$ cat src/rtl/spi_pkg.sv
// Shared SPI definitions: FSM state encoding, default frame width and idle line levels.
// Used by both the SPI slave and the SPI master.
package spi_pkg;

    localparam int   DATA_W_DEF = 8;

    localparam logic MISO_IDLE  = 1'b1;
    localparam logic CS_IDLE    = 1'b1;
    localparam logic SCLK_IDLE  = 1'b0;
    localparam logic MOSI_IDLE  = 1'b1;

    typedef enum logic {
        IDLE,
        ACTIVE
    } spi_state_e;

endpackage

$ cat src/rtl/spi_sync.sv
// Multi-flop synchronizer for one asynchronous input.
// The reset value is a parameter, so the output comes out of reset at the line's idle level.
module spi_sync #(
    parameter int   STAGES  = 2,
    parameter logic RST_VAL = 1'b0
) (
    input  logic clk,
    input  logic rst_n,
    input  logic d_i,
    output logic q_o
);

    logic [STAGES-1:0] sync_q;

    // NOTE: sequential state is written with non-blocking assignments only, so every
    // flop samples its pre-edge inputs regardless of the order of the statements.
    always_ff @(posedge clk) begin
        if (!rst_n) begin
            sync_q <= {STAGES{RST_VAL}};
        end else begin
            sync_q <= (sync_q << 1) | STAGES'(d_i);
        end
    end

    assign q_o = sync_q[STAGES-1];

endmodule

$ cat src/rtl/spi_slave.sv
// SPI mode-0 slave, oversampled by the system clock. It has a one-entry TX buffer, a
// registered miso, and it can run back-to-back frames while cs stays low.
module spi_slave
    import spi_pkg::*;
#(
    parameter int DATA_W      = DATA_W_DEF,
    parameter int SYNC_STAGES = 2
) (
    input  logic              clk,
    input  logic              rst_n,
    input  logic              cs,
    input  logic              sclk,
    input  logic              mosi,
    output logic              miso,
    input  logic [DATA_W-1:0] tx_data,
    input  logic              tx_valid,
    output logic              tx_ready,
    output logic [DATA_W-1:0] rx_data,
    output logic              rx_valid,
    output logic              tx_underrun
);

    localparam int CNT_W   = (DATA_W > 2) ? $clog2(DATA_W) : 1;
    localparam int FLUSH_W = $clog2(SYNC_STAGES + 1);

    logic cs_s, sclk_s, mosi_s;

    spi_sync #(.STAGES(SYNC_STAGES), .RST_VAL(CS_IDLE)) u_sync_cs (
        .clk(clk), .rst_n(rst_n), .d_i(cs), .q_o(cs_s)
    );
    spi_sync #(.STAGES(SYNC_STAGES), .RST_VAL(SCLK_IDLE)) u_sync_sclk (
        .clk(clk), .rst_n(rst_n), .d_i(sclk), .q_o(sclk_s)
    );
    spi_sync #(.STAGES(SYNC_STAGES), .RST_VAL(MOSI_IDLE)) u_sync_mosi (
        .clk(clk), .rst_n(rst_n), .d_i(mosi), .q_o(mosi_s)
    );

    spi_state_e        state_q;
    logic              cs_q, sclk_q;
    logic [FLUSH_W-1:0] flush_q;
    logic              armed_q;
    logic [CNT_W-1:0]  cnt_q;
    logic [DATA_W-1:0] tx_sr_q, rx_sr_q, rx_data_q, buf_q;
    logic              buf_full_q, miso_q, rx_valid_q, underrun_q;

    logic              cs_fall, cs_rise, sclk_rise, sclk_fall, reload_d;
    logic [DATA_W-1:0] tx_load_d, tx_shift_d, rx_shift_d;

    // A cs falling edge is only trusted once the synchronizer has flushed its reset value
    // and cs has been seen high. A frame cut short by reset therefore cannot resume.
    assign cs_fall   = armed_q & cs_q & ~cs_s;
    assign cs_rise   = ~cs_q & cs_s;
    assign sclk_rise = ~sclk_q & sclk_s;
    assign sclk_fall = sclk_q & ~sclk_s;

    assign tx_load_d  = buf_full_q ? buf_q : '1;
    assign tx_shift_d = {tx_sr_q[DATA_W-2:0], 1'b1};
    assign rx_shift_d = {rx_sr_q[DATA_W-2:0], mosi_s};
    assign reload_d   = (state_q == IDLE   && cs_fall) ||
                        (state_q == ACTIVE && !cs_rise && sclk_fall && cnt_q == '0);

    // NOTE: buf_q holds data only and is qualified by buf_full_q. It is therefore left out
    // of reset, so no reset logic is spent on a register that nothing reads while stale.
    always_ff @(posedge clk) begin
        if (tx_valid && !buf_full_q) begin
            buf_q <= tx_data;
        end
    end

    always_ff @(posedge clk) begin
        if (!rst_n) begin
            state_q    <= IDLE;
            cs_q       <= CS_IDLE;
            sclk_q     <= SCLK_IDLE;
            flush_q    <= '0;
            armed_q    <= 1'b0;
            cnt_q      <= '0;
            tx_sr_q    <= '1;
            rx_sr_q    <= '1;
            rx_data_q  <= '0;
            buf_full_q <= 1'b0;
            miso_q     <= MISO_IDLE;
            rx_valid_q <= 1'b0;
            underrun_q <= 1'b0;
        end else begin
            cs_q       <= cs_s;
            sclk_q     <= sclk_s;
            rx_valid_q <= 1'b0;
            underrun_q <= 1'b0;

            if (flush_q != FLUSH_W'(SYNC_STAGES)) begin
                flush_q <= flush_q + 1'b1;
            end else if (cs_s) begin
                armed_q <= 1'b1;
            end

            // Accept needs an empty buffer and a reload only drains a full one, so the
            // two never act on the buffer in the same cycle.
            if (tx_valid && !buf_full_q) begin
                buf_full_q <= 1'b1;
            end
            if (reload_d) begin
                tx_sr_q <= tx_load_d;
                miso_q  <= tx_load_d[DATA_W-1];
                if (buf_full_q) buf_full_q <= 1'b0;
                else            underrun_q <= 1'b1;
            end

            case (state_q)
                IDLE: begin
                    if (cs_fall) begin
                        state_q <= ACTIVE;
                        cnt_q   <= '0;
                    end
                end
                ACTIVE: begin
                    if (cs_rise) begin
                        state_q <= IDLE;
                        cnt_q   <= '0;
                        miso_q  <= MISO_IDLE;
                        tx_sr_q <= '1;
                        rx_sr_q <= '1;
                    end else if (sclk_rise) begin
                        rx_sr_q <= rx_shift_d;
                        if (cnt_q == CNT_W'(DATA_W - 1)) begin
                            rx_data_q  <= rx_shift_d;
                            rx_valid_q <= 1'b1;
                            cnt_q      <= '0;
                        end else begin
                            cnt_q <= cnt_q + 1'b1;
                        end
                    end else if (sclk_fall && cnt_q != '0) begin
                        tx_sr_q <= tx_shift_d;
                        miso_q  <= tx_sr_q[DATA_W-2];
                    end
                end
                default: state_q <= IDLE;
            endcase
        end
    end

    assign miso        = miso_q;
    assign tx_ready    = ~buf_full_q;
    assign rx_data     = rx_data_q;
    assign rx_valid    = rx_valid_q;
    assign tx_underrun = underrun_q;

endmodule

$ cat config.mk
export PLATFORM = sky130hd
export DESIGN_NAME = spi_slave
export DESIGN_NICKNAME = d
export VERILOG_FILES = /design/src/rtl/spi_pkg.sv /design/src/rtl/spi_sync.sv /design/src/rtl/spi_slave.sv
export SDC_FILE = /design/constraint.sdc
export NUM_CORES = 1
export LEC_CHECK = 0
export ABC_AREA = 1
export BUFFER_PORTS_ARGS = -buffer_cell sky130_fd_sc_hd__buf_2
export CAP_MARGIN = 20
export CORE_AREA = 8 8 73 75
export DETAILED_ROUTE_END_ITERATION = 10
export DIE_AREA = 0 0 81 83
export PLACE_DENSITY_LB_ADDON = 0.1
export SETUP_SLACK_MARGIN = 0.5
export SYNTH_ARGS = -nofsm -noshare
export SYNTH_HDL_FRONTEND = slang
export SYNTH_SLANG_ARGS = --single-unit
$ cat constraint.sdc
create_clock -name clk -period 3.65 [get_ports clk]
set_input_delay 0.365 -clock clk [delete_from_list [all_inputs] [get_ports clk]]
set_output_delay 0.365 -clock clk [all_outputs]
set_load 0.005 [all_outputs]
# Word level (Yosys, flattened, before mapping)
# Index checks and enable logic that the tools add are counted.
op_classes:
  muxes: 26
  reduce_logical: 18
  bitwise_logic: 18
  n_addsub: 2
  eq_ne: 4
op_table:
  columns: ["operator", "n"]
  rows:
  - ["8-bit two-way mux", 6]
  - ["7-bit two-way mux", 2]
  - ["1-bit two-way mux", 12]
  - ["3-bit two-way mux", 4]
  - ["1-bit NOT", 10]
  - ["2-bit AND reduction", 4]
  - ["1-bit logical AND", 6]
  - ["2-bit by 1-bit bitwise OR with 2-bit output", 3]
  - ["3-bit case mux with 2 select lines", 1]
  - ["1-bit AND", 5]
  - ["2-bit inequality test, second input constant", 2]
  - ["4-bit AND reduction", 1]
  - ["4-bit OR reduction", 1]
  - ["3-bit by 1-bit adder with 3-bit output, second input constant", 1]
  - ["3-bit equality test, second input constant", 1]
  - ["3-bit logical NOT", 1]
  - ["3-bit by 1-bit inequality test with 1-bit output, second input constant", 1]
  - ["3-bit nonzero test", 1]
  - ["2-bit by 1-bit adder with 2-bit output, second input constant", 1]
  - ["1-bit logical NOT", 2]
  - ["1-bit case mux with 2 select lines", 1]
  - ["2-bit nonzero test", 1]
  - ["1-bit logical OR", 1]
word_totals:
  input_bits: 14
  regBits: 50
  output_inout_bits: 12
  wordCells: 85

# Longest topological paths before layout
logic_depth:
  depth_word: 12
  ltp_mapped: 9
  ltp_nobuf: 9

# Cells and area by module
# Synthesis repeated with hierarchy kept, for this count alone.
hier_totals:
  cells_unflattened: 260
  area_unflattened_um2: 2099.5
modules_own_cells:
  columns: ["mod", "area_per_inst_um2", "seq_area_each_um2", "n_inst", "cells_each"]
  rows:
  - ["spi_slave", 1934.4, 940.9, 1, 242]
  - ["spi_sync", 55.1, 40.0, 3, 6]

# Worst setup path after synthesis
# No wires, ideal clock.
synth_path:
  path_kind: "reg-to-reg"
  from: "register cnt_q[0]"
  to: "register miso_q (netlist: miso)"
  path_stages_with_launch: 9
  required_ps: 3535
  slack_ps: 2383
  synth_period_minus_slack_ps: 1267
  setup_ps: 115
  path_buffers: 0
  arrival_time_ps: 1152
  cell_sequence: "dfxtp_1 > inv_1 > ha_1 > inv_1 > nor2_1 > nor2_1 > nand3_1 > nand3_1 > nand2_1"
synth_via:
  elab_chain_len: 8
  word_cells_on_any_way: 10
  cone_classes: "mux (5); reduce/logical (5)"
synth_lines:
  columns: ["element", "line_no", "source"]
  rows:
  - ["start, declared", "spi_slave.sv:42", "logic [CNT_W-1:0] cnt_q;"]
  - ["start signal, assigned", "spi_slave.sv:130", "cnt_q <= cnt_q + 1'b1;"]
  - ["3-bit logical NOT", "spi_slave.sv:60", "(state_q == ACTIVE && !cs_rise && sclk_fall && cnt_q == '0);"]
  - ["1-bit logical AND", "spi_slave.sv:60", null]
  - ["1-bit logical OR", "spi_slave.sv:59", "assign reload_d = (state_q == IDLE && cs_fall) ||"]
  - ["1-bit two-way mux", "spi_slave.sv:102", "if (reload_d) begin"]
  - ["1-bit two-way mux", "spi_slave.sv:132", "end else if (sclk_fall && cnt_q != '0) begin"]
  - ["1-bit two-way mux", "spi_slave.sv:123", "end else if (sclk_rise) begin"]
  - ["1-bit two-way mux", "spi_slave.sv:117", "if (cs_rise) begin"]
  - ["1-bit two-way mux (*)", "spi_slave.sv:109", "case (state_q)"]
  - ["end signal, assigned", "spi_slave.sv:104", "miso_q <= tx_load_d[DATA_W-1];"]
  - ["end signal, assigned", "spi_slave.sv:134", "miso_q <= tx_sr_q[DATA_W-2];"]
  - ["end, declared", "spi_slave.sv:44", "logic buf_full_q, miso_q, rx_valid_q, underrun_q;"]
# Every way passes the cells marked *; elsewhere a longest branch is shown, timed or not.
# A chain may end at the register's enable or synchronous reset.

# Worst setup path after layout
layout_path:
  from: "register state_q"
  to: "register tx_sr_q[6]"
layout_via:
  elab_chain_len: 9
  word_cells_on_any_way: 11
  cone_classes: "mux (5); bitwise (1); reduce/logical (5)"
layout_lines:
  columns: ["element", "line_no", "source"]
  rows:
  - ["start, declared", "spi_slave.sv:38", "spi_state_e state_q;"]
  - ["start signal, assigned", "spi_slave.sv:72", "state_q <= IDLE;"]
  - ["start signal, assigned", "spi_slave.sv:112", "state_q <= ACTIVE;"]
  - ["start signal, assigned", "spi_slave.sv:118", "state_q <= IDLE;"]
  - ["1-bit logical AND (3 in series)", "spi_slave.sv:60", null]
  - ["1-bit logical OR", "spi_slave.sv:59", null]
  - ["8-bit two-way mux", "spi_slave.sv:102", null]
  - ["8-bit two-way mux", "spi_slave.sv:132", null]
  - ["8-bit two-way mux", "spi_slave.sv:123", null]
  - ["8-bit two-way mux", "spi_slave.sv:117", null]
  - ["8-bit two-way mux (*)", "spi_slave.sv:109", null]
  - ["end signal, assigned", "spi_slave.sv:103", "tx_sr_q <= tx_load_d;"]
  - ["end signal, assigned", "spi_slave.sv:133", "tx_sr_q <= tx_shift_d;"]
  - ["end, declared", "spi_slave.sv:43", "logic [DATA_W-1:0] tx_sr_q, rx_sr_q, rx_data_q, buf_q;"]
# Marked as above.

==> reports/results.txt <==
Mean Syn Cell Area - 7.91 µm²
number of warnings reported in the yosys synthesis log - 0
required time worst endpoint - 3890 ps
number of global-route vias before repair - 1496
highest ir drop seen on vdd - 224 µV
core area - 4200 µm²
CTS tree - built
I/O Pins - 26
xor/xnor cell area share of the yosys netlist - 0
multiplexer area fraction after synthesis - 0
total power per unit cell area - 430 nW/µm²
remaining number of nets flagged by the antenna check after routing - 0
Clock H-tree levels - 2
met3 demand-to-capacity share in global routing - 0.0377
die boundary height - 83 µm
combinational family with the most area after synthesis - simple AND/OR/NAND/NOR gates
multi-input gate area in the final layout - 835 µm²
remaining global-route overflow - 0
number of nets in the final layout - 299
setup total negative slack - 0 ps
Leakage Power - 1.05 nW
maximum net fanout on the critical path - 19
global route hottest layer - met2
total global routing track utilization - 0.117
timing-limited maximum frequency - 601 MHz
CTS hold repair buffers - 0
total of fill cells in the finished design - 419
Vias/cell - 4.79
worst setup path startpoint - state_q
wire length of the first global-routing pass - 6.50 mm
sinks on the clock net - 49
Least-Margin Pin Slew - 574 ps
cell area after synthesis - 2030 µm²
CTS resizes - 0
met1 Use GR - 0.143
post-synthesis compound-gate area fraction - 0.0933
DR pass1 iterations - 4
number of standard-cell rows in the floorplan - 24
Synth Register Bits - 49
Overall Power - 0.000973 W
post-synthesis share of cell area spent on and, or, nand and nor gates - 0.294
M2 GR Usage - 0.188
Hold Vio Cnt, Final - 0
fraction of final layout cells sized beyond drive strength 1 - 0.156
total setup buffers inserted after CTS - 0
routed wirelength normalized by instance count - 10.9 µm
unrepaired setup endpoints after global routing - false
cell count after synthesis - 256
CP top delay family - flip-flops
number of diodes - 0
die width - 81 µm
Initial Utilization - 0.482
Hold Startpoint - tx_data[2]
R2R Path Start - state_q
number of violations reported at the end of detailed-routing iteration 0 - 73
ordered list of cells on the worst path - a21boi_4 -> nand2_2 -> nand3_1 -> nand3_1 -> nand2_1
Worst EP arrival - 1900 ps
capturing element type of the critical path - register
CTS buffer count - 5
Setup WS post-layout - 1990 ps
fin. max-slew vios - 0
most frequent cell on the critical path - sky130_fd_sc_hd__nand3_1
initial antenna violation count - 0
drt drc - 0
final weighted congestion in routability-driven placement - 0.770
Die ar. - 6720 µm²
Max-Slew Margin vs Limit - 0.617
Tightest Hold Check Type - in2reg
Area Growth Syn to Fin - 11.7%
number of failing setup endpoints in the final timing report - 0
clock transition at the registers of the reported paths - 80 ps
Clock Root Buffer - sky130_fd_sc_hd__clkbuf_8
outcome - finished clean
fraction of the mapped netlist area in adder cells - 0.0247
Min Clock Period, post-route - 1660 ps
post-detailed-routing wire length - 3.65 mm
WP buf/inv - 0
proportion of synthesized chip area in sequential cells - 0.524
Post-Route Skew - 5.44 ps
share of the clock period used by the worst path after layout - 0.456
total via count after detailed routing - 1599
type of the setup path with the least slack - reg2reg
Cell variety after synth - 23
Critical Path Max Stage Delay - 570 ps
footprint of the flip-flops and latches - 1060 µm²
maximum root-to-sink buffer count - 2
setup slack after placement - 2030 ps
critical path startpoint category - register
Skew-Pair Late Insertion Delay - 290 ps
detailed placer's ending HPWL - 2.65 mm
pin count of the biggest net entering global routing - 23
net count of the mapped netlist - 274
Port-buffer cells - 25
max-cap violations - 0
cell with the largest stage delay on the worst path - sky130_fd_sc_hd__dfxtp_1
==> layout make-up <==
type,count,share of cell area
Timing Repair Buffer,25,0.0553
Inverter,25,0.0415
Sequential cell,49,0.469
Clock buffer,7,0.0337
Multi-Input combinational cell,175,0.369
Tap cell,52,0.0287
Clock inverter,1,0.00332
==> power breakdown <==
group / internal [W] / switching, W
clock network: 0.000136 / 0.000167
registers: 0.000572 / 0.0000113
logic: 0.0000319 / 0.0000540
==> Yosys cell counts, drive strengths merged <==
cell type | count | area [µm²]
a21boi | 1 | 18.8
a21oi | 13 | 65.1
a22oi | 1 | 7.51
buf | 4 | 25.0
clkbuf | 3 | 11.3
dfxtp | 41 | 821
edfxtp | 8 | 240
ha | 4 | 50.1
inv | 25 | 93.8
nand2 | 41 | 169
nand3 | 38 | 190
nand4 | 1 | 6.26
nor2 | 51 | 194
nor3 | 1 | 5.00
o211ai | 1 | 7.51
o21ai | 18 | 90.1
or2 | 5 | 31.3
==> placed cells by master (no fill, tap or decap), drive strengths merged <==
cell type  netlist  final
a21boi           1      1
a21oi           13     13
a22oi            1      1
buf              4     25
clkbuf           3      7
clkinvlp         0      1
dfxtp           41     41
edfxtp           8      8
ha               4      4
inv             25     25
nand2           41     41
nand3           38     38
nand4            1      1
nor2            51     51
nor3             1      1
o211ai           1      1
o21ai           18     18
or2              5      5
==> worst reg2reg max path: stages, from the launching register on <==
cell and delay [ps]:
sky130_fd_sc_hd__dfxtp_1 570, sky130_fd_sc_hd__a21boi_4 560, sky130_fd_sc_hd__nand2_2 220, sky130_fd_sc_hd__nand3_1 120, sky130_fd_sc_hd__nand3_1 80, sky130_fd_sc_hd__nand2_1 60
==> cell families (layout without fill, tap and decap cells) <==
kind of cell | count (synthesis) | in the layout
AO/OA/AOI/OAI | 34 | 34
AND/OR/NAND/NOR | 137 | 137
flip-flops | 49 | 49
adder cells (fa/ha/maj) | 4 | 4
buffers and inverters | 32 | 58
==> metal layers <==
metal  share of wire  vias up
met3           0.046        5
li1                -      877
met4           0.012        0
met2            0.44       26
met1            0.50      691
met5               0        -
==> path summary, 6_finish.rpt <==
check                                      endpoint  slack (ps)  depth (start not counted)
worst min-delay path                       buf_q[2]         240                          1
worst max register to register           tx_sr_q[6]        1990                          5
worst max-delay path                     tx_sr_q[6]        1990                          5
worst min register to register  u_sync_cs.sync_q[1]         420                          1
==> metrics by stage <==
step           hold WS [ps]  cell area [µm²]   util  std cells
2_1_floorplan           390             2030      -        256
3_3_place_gp            396             2180  0.518        326
3_5_place_dp            400             2180  0.518        326
4_1_cts                 233             2260  0.538        334
5_1_grt                 225             2260  0.538        334
6_report                243             2260  0.538        334
==> registers in the layout, indices dropped and copies added, names as in the netlist <==
signal and cells:
armed_q 1, buf_full_q 1, buf_q 8, cnt_q 3
cs_q 1, flush_q 2, miso 1, rx_data 8
rx_sr_q 7, rx_valid 1, sclk_q 1, state_q 1
tx_sr_q 7, tx_underrun 1, u_sync_cs.sync_q 2, u_sync_mosi.sync_q 2
u_sync_sclk.sync_q 2
Note: power is estimated with default switching activity, not from simulation.
